`config.mk`:
```
export PLATFORM = sky130hd
export DESIGN_NAME = fp_div_seq
export DESIGN_NICKNAME = d
export VERILOG_FILES = /design/src/rtl/fp_pkg.sv /design/src/rtl/fp_div_core.sv /design/src/rtl/fp_div_seq.sv
export SDC_FILE = /design/constraint.sdc
export NUM_CORES = 1
export LEC_CHECK = 0
export ABC_CLOCK_PERIOD_IN_PS = 6600
export BUFFER_PORTS_ARGS = -buffer_cell sky130_fd_sc_hd__buf_2
export CORE_UTILIZATION = 50
export CTS_BUF_LIST = sky130_fd_sc_hd__clkbuf_8
export DETAILED_ROUTE_END_ITERATION = 10
export MAX_ROUTING_LAYER = met4
export PLACE_DENSITY = 0.75
export REMOVE_ABC_BUFFERS = 1
export SETUP_SLACK_MARGIN = 0.5
export SLEW_MARGIN = 20
export SYNTH_ARGS = -nofsm -noshare
export SYNTH_HDL_FRONTEND = slang
export SYNTH_SLANG_ARGS = --single-unit
```
`constraint.sdc`:
```
create_clock -name clk -period 6.6 [get_ports clk]
set_clock_uncertainty 0.05 [all_clocks]
set_input_delay 0.66 -clock clk [delete_from_list [all_inputs] [get_ports clk]]
set_output_delay 0.66 -clock clk [all_outputs]
set_load 0.01 [all_outputs]
```
`src/rtl/fp_pkg.sv`:
```
// Shared types and constants for the sign-less 31-bit float datapath.
// Latency: n/a (types, constants and a combinational classify helper).
// Backpressure: n/a.
package fp_pkg;

  localparam int EXP_W  = 8;
  localparam int FRAC_W = 23;
  localparam int MANT_W = FRAC_W + 1;       // mantissa with hidden one
  localparam int BIAS   = 127;

  // Quotient bits from the restoring divider: 24 mantissa bits + 1 guard bit.
  localparam int QBITS   = MANT_W + 1;
  // Start-to-valid latency: one NORM cycle, QBITS DIV cycles, one RND cycle.
  localparam int LATENCY = QBITS + 2;

  localparam logic [EXP_W+FRAC_W-1:0] FP_INF  = 31'h7F800000;
  localparam logic [EXP_W+FRAC_W-1:0] FP_QNAN = 31'h7FC00000;

  typedef struct packed {
    logic [EXP_W-1:0]  exp;
    logic [FRAC_W-1:0] frac;
  } fp31_t;

  typedef enum logic [1:0] {
    FC_ZERO,
    FC_NORMAL,
    FC_INF,
    FC_NAN
  } fp_class_e;

  typedef enum logic [1:0] {
    S_IDLE,
    S_NORM,
    S_DIV,
    S_RND
  } div_state_e;

  // Exponent 0 is always zero: subnormals are flushed, not supported.
  function automatic fp_class_e fp_class(input fp31_t x);
    fp_class_e c;
    if (x.exp == '0) begin
      c = FC_ZERO;
    end else if (x.exp == '1) begin
      if (x.frac == '0) c = FC_INF;
      else              c = FC_NAN;
    end else begin
      c = FC_NORMAL;
    end
    return c;
  endfunction

endpackage

```
`src/rtl/fp_div_core.sv`:
```
// Restoring mantissa divider: remainder, quotient shift register, bit counter.
// Latency: one quotient bit per step; last is high on the step that produces bit 0.
// Backpressure: none; ce freezes every register, load/step are driven by the owning FSM.
//
// Ports:
//   clk, rst      rising-edge clock, async active-high reset
//   ce            clock enable, freezes all state when low
//   load          initialise remainder with dividend, latch divisor, arm counter
//   step          perform one restoring iteration
//   dividend      normalised dividend (MW+1 bits, value in [divisor, 2*divisor))
//   divisor       divisor mantissa with hidden one (MW bits)
//   quo           quotient shift register, MSB first
//   rem_nz        remainder is non-zero (sticky source)
//   last          counter has reached zero (current step is the final one)
module fp_div_core
  import fp_pkg::*;
#(
  parameter int QBITS = 25,
  parameter int MW    = 24
) (
  input  logic             clk,
  input  logic             rst,
  input  logic             ce,
  input  logic             load,
  input  logic             step,
  input  logic [MW:0]      dividend,
  input  logic [MW-1:0]    divisor,
  output logic [QBITS-1:0] quo,
  output logic             rem_nz,
  output logic             last
);

  localparam int CNT_W = $clog2(QBITS);

  logic [MW:0]      rem_q,  rem_d;
  logic [MW-1:0]    mb_q,   mb_d;
  logic [QBITS-1:0] quo_q,  quo_d;
  logic [CNT_W-1:0] cnt_q,  cnt_d;

  logic             ge;
  logic [MW:0]      diff;

  always_comb begin
    rem_d = rem_q;
    mb_d  = mb_q;
    quo_d = quo_q;
    cnt_d = cnt_q;
    ge    = 1'b0;
    diff  = rem_q;

    if (load) begin
      // The remainder starts from the (already normalised) dividend, so the
      // first step always yields the integer quotient bit.
      rem_d = dividend;
      mb_d  = divisor;
      quo_d = '0;
      cnt_d = CNT_W'(QBITS - 1);
    end else if (step) begin
      ge    = (rem_q >= {1'b0, mb_q});
      diff  = ge ? (rem_q - {1'b0, mb_q}) : rem_q;
      // diff < divisor here, so the shift cannot overflow MW+1 bits.
      rem_d = diff << 1;
      quo_d = {quo_q[QBITS-2:0], ge};
      if (cnt_q != '0) cnt_d = cnt_q - 1'b1;
    end
  end

  always_ff @(posedge clk or posedge rst) begin
    if (rst) begin
      rem_q <= '0;
      mb_q  <= '0;
      quo_q <= '0;
      cnt_q <= '0;
    end else if (ce) begin
      rem_q <= rem_d;
      mb_q  <= mb_d;
      quo_q <= quo_d;
      cnt_q <= cnt_d;
    end
  end

  assign quo    = quo_q;
  assign rem_nz = (rem_q != '0);
  assign last   = (cnt_q == '0);

endmodule

```
`src/rtl/fp_div_seq.sv`:
```
// Iterative sign-less single-precision divider q = a / b, round to nearest even.
// Latency: fixed QBITS+2 (27) ce-qualified cycles from accepted start to valid, for every input.
// Backpressure: start is ignored while busy; ce low freezes the whole block, including a valid pulse.
//
// Ports:
//   clk, rst   rising-edge clock, async active-high reset (aborts any operation)
//   ce         clock enable
//   start      request; accepted only when busy=0 and ce=1
//   a, b       dividend / divisor, {exp[7:0], frac[22:0]}
//   q          quotient, updated only in the rounding cycle, held otherwise
//   valid      one-cycle pulse marking q
//   busy       high from the cycle after acceptance through the valid cycle
module fp_div_seq
  import fp_pkg::*;
(
  input  logic        clk,
  input  logic        rst,
  input  logic        ce,
  input  logic        start,
  input  logic [30:0] a,
  input  logic [30:0] b,
  output logic [30:0] q,
  output logic        valid,
  output logic        busy
);

  div_state_e         state_q, state_d;
  fp31_t              a_q, a_d;
  fp31_t              b_q, b_d;
  logic               spec_q, spec_d;
  logic [30:0]        spec_val_q, spec_val_d;
  logic signed [9:0]  e_q, e_d;
  logic [30:0]        q_q, q_d;
  logic               valid_q, valid_d;
  logic               busy_q, busy_d;

  // Datapath handshake with the divider core.
  logic               core_load, core_step;
  logic [MANT_W:0]    dividend;
  logic [MANT_W-1:0]  divisor;
  logic [QBITS-1:0]   quo;
  logic               rem_nz, core_last;

  // Combinational helpers.
  fp_class_e          ca, cb;
  logic [MANT_W-1:0]  mant_a, mant_b;
  logic signed [9:0]  e_tmp;
  logic [MANT_W-1:0]  mant;
  logic               guard, sticky, round_up;
  logic [MANT_W:0]    mant_sum;
  logic [MANT_W-1:0]  mant_r;
  logic signed [9:0]  e_r;

  assign ca = fp_class(fp31_t'(a));
  assign cb = fp_class(fp31_t'(b));

  always_comb begin
    state_d    = state_q;
    a_d        = a_q;
    b_d        = b_q;
    spec_d     = spec_q;
    spec_val_d = spec_val_q;
    e_d        = e_q;
    q_d        = q_q;
    valid_d    = 1'b0;
    busy_d     = busy_q;

    core_load  = 1'b0;
    core_step  = 1'b0;
    mant_a     = {1'b1, a_q.frac};
    mant_b     = {1'b1, b_q.frac};
    dividend   = {1'b0, mant_a};
    divisor    = mant_b;
    e_tmp      = $signed({2'b00, a_q.exp}) - $signed({2'b00, b_q.exp}) + 10'sd127;

    mant       = quo[QBITS-1:1];
    guard      = quo[0];
    sticky     = rem_nz;
    round_up   = 1'b0;
    mant_sum   = '0;
    mant_r     = '0;
    e_r        = e_q;

    unique case (state_q)
      S_IDLE: begin
        if (busy_q) begin
          // Cycle holding the valid pulse: busy ends here and start is ignored.
          busy_d = 1'b0;
        end else if (start) begin
          a_d     = a;
          b_d     = b;
          busy_d  = 1'b1;
          state_d = S_NORM;
          // Specials are resolved now but still run the full pipeline so the
          // latency never depends on the operands.
          spec_d     = 1'b1;
          spec_val_d = '0;
          if (ca == FC_NAN || cb == FC_NAN ||
              (ca == FC_ZERO && cb == FC_ZERO) ||
              (ca == FC_INF && cb == FC_INF)) begin
            spec_val_d = FP_QNAN;
          end else if (cb == FC_ZERO || ca == FC_INF) begin
            spec_val_d = FP_INF;
          end else if (ca == FC_ZERO || cb == FC_INF) begin
            spec_val_d = '0;
          end else begin
            spec_d = 1'b0;
          end
        end
      end

      S_NORM: begin
        // Pre-shift the dividend so the quotient lands in [1,2).
        if (mant_a < mant_b) begin
          dividend = {mant_a, 1'b0};
          e_d      = e_tmp - 10'sd1;
        end else begin
          dividend = {1'b0, mant_a};
          e_d      = e_tmp;
        end
        core_load = 1'b1;
        state_d   = S_DIV;
      end

      S_DIV: begin
        core_step = 1'b1;
        if (core_last) state_d = S_RND;
      end

      S_RND: begin
        round_up = guard & (sticky | mant[0]);
        mant_sum = {1'b0, mant} + {{MANT_W{1'b0}}, round_up};
        if (mant_sum[MANT_W]) begin
          mant_r = {1'b1, {FRAC_W{1'b0}}};
          e_r    = e_q + 10'sd1;
        end else begin
          mant_r = mant_sum[MANT_W-1:0];
          e_r    = e_q;
        end

        if (spec_q)                q_d = spec_val_q;
        else if (e_r >= 10'sd255)  q_d = FP_INF;
        else if (e_r <= 10'sd0)    q_d = '0;
        else                       q_d = {e_r[EXP_W-1:0], FRAC_W'(mant_r)};

        valid_d = 1'b1;
        state_d = S_IDLE;
      end

      default: state_d = S_IDLE;
    endcase
  end

  always_ff @(posedge clk or posedge rst) begin
    if (rst) begin
      state_q    <= S_IDLE;
      a_q        <= '0;
      b_q        <= '0;
      spec_q     <= 1'b0;
      spec_val_q <= '0;
      e_q        <= '0;
      q_q        <= '0;
      valid_q    <= 1'b0;
      busy_q     <= 1'b0;
    end else if (ce) begin
      state_q    <= state_d;
      a_q        <= a_d;
      b_q        <= b_d;
      spec_q     <= spec_d;
      spec_val_q <= spec_val_d;
      e_q        <= e_d;
      q_q        <= q_d;
      valid_q    <= valid_d;
      busy_q     <= busy_d;
    end
  end

  fp_div_core #(
    .QBITS (QBITS),
    .MW    (MANT_W)
  ) u_core (
    .clk      (clk),
    .rst      (rst),
    .ce       (ce),
    .load     (core_load),
    .step     (core_step),
    .dividend (dividend),
    .divisor  (divisor),
    .quo      (quo),
    .rem_nz   (rem_nz),
    .last     (core_last)
  );

  assign q     = q_q;
  assign valid = valid_q;
  assign busy  = busy_q;

endmodule

```
==> impl_results.md <==
- WL met3: 1.14 mm
- Layout area overhead: 8.86%
- Clk sink count: 189
- Post-cts sizing count: 0
- Clock-pin slew on the worst setup and hold paths: 0.11 ns
- Via count: 9726
- Worst setup SP type: flip-flop
- Mapped Area: 0.0117 mm^2
- Reg2Reg Setup Slack: 3.20 ns
- Final hold vios: 0
- Share of layout cells above drive strength 1: 0.137
- Clock Latency Late Sink: 0.48 ns
- Status: finished clean
- Worst R2R End: u_core.rem_q[6]$_DFFE_PP0P_
- Setup tns final: 0 ns
- Core Util, Final: 0.560
- FF-to-FF Start: u_core.rem_q[8]$_DFFE_PP0P_
- Top cell type's share of synthesized area: 0.404
- Initial antenna violation count: 0
- Max cap viols: 0
- Clk root buf: clkbuf_8
- Finished Cell Area: 0.0128 mm^2
- Relative max-transition margin: 0.380
- Die Ht: 155 um
- Post-synthesis cell type count: 77
- GPL Wtd Cong: 0.927
- Worst Path Arrival: 3.67 ns
- Synth warn: 0
- Worst reg2reg path depth: 10
- Synth async-reset ratio: 1.00
- Leakage: 6.08 nW
- Number of global-route vias before repair: 9218
- First-pass GRT wire length: 47.1 mm
- CTS Buf Count: 17
- Setup crit end: u_core.rem_q[6]$_DFFE_PP0P_
- Crit Path Category: flip-flop to flip-flop
- Detailed Routing Iterations Pass 1: 5
- Die ar.: 0.0240 mm^2
- Synth top area cells: dfrtp_1 (40%), nand2_1 (9.8%), ha_1 (6.9%)
- Seq/Total Area, Yosys: 0.404
- TritonCTS clock tree: yes
- Max Root-Sink Buffers: 2
- Antenna Nets Post-Route: 0
- Mapped Cells: 1342
- Fin crit period: 3.40 ns
- Input/output buffers: 98
- Hold buffers post-CTS: 0
- Drt drc: 0
- Fmax achieved: 294 MHz
- Routed len/inst: 16.4 um
- RSZ-0062 raised after global routing: no
- Critical path required time: 6.87 ns
- Net count, final: 1531
- Peak VDD IR: 0.280 mV
- Crit path capture type: flip-flop
- Ant diodes: 0
- Wire length on met2: 12.9 mm
- GRT overflow: 0
- Met1 Wirelength: 13.6 mm
- DR vias/cell: 5.64
- DP HPWL: 20.6 mm
- I/O Pins: 99
- # Post-CTS Setup Buffers: 0
- GRT Overall Usage: 0.254
- Worst Setup SP: u_core.rem_q[8]$_DFFE_PP0P_
- Total core area: 0.0228 mm^2
- Area leader, netlist: dfrtp_1
- Crit-path max FO: 24
- Primary FF master, synth: dfrtp_1
- Post-synth EDFFs: 0
- Avg Inst Size Synth: 8.73 um^2
- H-Tree Depth: 4
- Starting density of the core: 0.514
- Setup-failing EPs final: 0
- Initial DRC count: 773
- Tcrit/Tclk final: 0.516
- Slew @ Worst Pin: 0.929 ns
- FF+latch count, synth: 189
- Pwr Density: 550 mW/mm^2
- Count leader, synth: nand2_1
- Die width: 155 um
- Hold WC Path Type: input port to asynchronous set/reset pin
- Fin. max-slew vios: 0
- Dpl cell area: 0.0124 mm^2
- Post-synth top cells: nand2_1 (306), dfrtp_1 (189), o21ai_0 (114)
- Largest net degree at the start of global routing: 117
- Final WL: 28.3 mm
- Top Layer Used: met4
- Cell row count: 55
-- cells by family after synthesis --
group | share of synthesized area
AND/OR/NAND/NOR | 0.212
AO/OA/AOI/OAI | 0.167
flip-flops | 0.404
XOR/XNOR | 0.0484
multiplexers | 0.0444
adder cells (fa/ha/maj) | 0.0728
buffers and inverters | 0.0516
-- critical path, cell delays in order (launching register included) --
cell	delay, ns
dfrtp_1	0.44
ha_1	0.44
and3_1	0.21
and3_1	0.21
a21boi_2	0.25
o21ai_1	0.13
o31a_2	0.39
o21ai_2	0.29
buf_4	0.43
mux2i_1	0.25
o221ai_1	0.14
-- per-layer routing --
metal,track usage,vias up
met5,-,-
met2,0.396,245
met1,0.345,4639
met4,0.0721,0
li1,-,4796
met3,0.0365,46
-- registers in the layout, summed over array words and instances (netlist names), 2 cells and up --
name	flops
a_q	31
u_core.cnt_q	5
spec_val_q	2
q	31
u_core.quo	25
u_core.rem_q	25
b_q	31
state_q	2
e_q	10
u_core.mb_q	24
-- worst min path at each step --
stage	depth (start not counted)	endpoint	from	slack, ns
floorplan	2	u_core.mb_q[23]$_DFFE_PP0P_	u_core.mb_q[23]$_DFFE_PP0P_	0.37
global placement	2	u_core.mb_q[23]$_DFFE_PP0P_	u_core.mb_q[23]$_DFFE_PP0P_	0.40
detailed placement	2	q[12]$_DFFE_PP0P_	q[12]$_DFFE_PP0P_	0.41
CTS	3	a_q[9]$_DFFE_PP0P_	a[9]	0.31
global route	3	a_q[14]$_DFFE_PP0P_	a[14]	0.32
finish	2	b_q[20]$_DFFE_PP0P_	rst	0.30
-- final cells by class --
| type | instances | area (um^2) |
|---|---|---|
| multi-input cells | 1008 | 6390 |
| repair buffers | 106 | 551 |
| fillers | 2091 | 10000 |
| flip-flops and latches | 189 | 4730 |
| inverters | 76 | 293 |
| clock buffers | 18 | 248 |
| clock inverters | 14 | 146 |
| well taps | 313 | 392 |
-- per-stage QoR --
step	cells	hold WS [ns]	worst slack [ns]	total power, mW
finish	1724	0.304	3.20	7.01
global route	1724	0.321	2.99	7.62
CTS	1724	0.309	3.24	6.99
detailed placement	1692	0.410	3.27	6.20
global placement	1692	0.401	3.36	6.14
floorplan	1273	0.368	0.748	5.15
-- cell usage in the layout, fill, tap and decap left out, types with 32 or more instances in the layout --
master | netlist | layout
nand2_1 | 306 | 304
dfrtp_1 | 189 | 189
o21ai_0 | 114 | 114
buf_2 | 5 | 98
inv_1 | 76 | 75
ha_1 | 65 | 65
nor2_1 | 55 | 54
mux2i_1 | 46 | 46
a21oi_1 | 41 | 41
xnor2_1 | 32 | 32
-- where the power goes --
group / leakage, nW / switching [mW] / internal [mW]
Clock: 0.191 / 0.478 / 0.293
Sequential: 2.41 / 0.413 / 1.61
Combinational: 3.48 / 2.48 / 1.73
No activity file was read; power rests on OpenSTA's default activity.
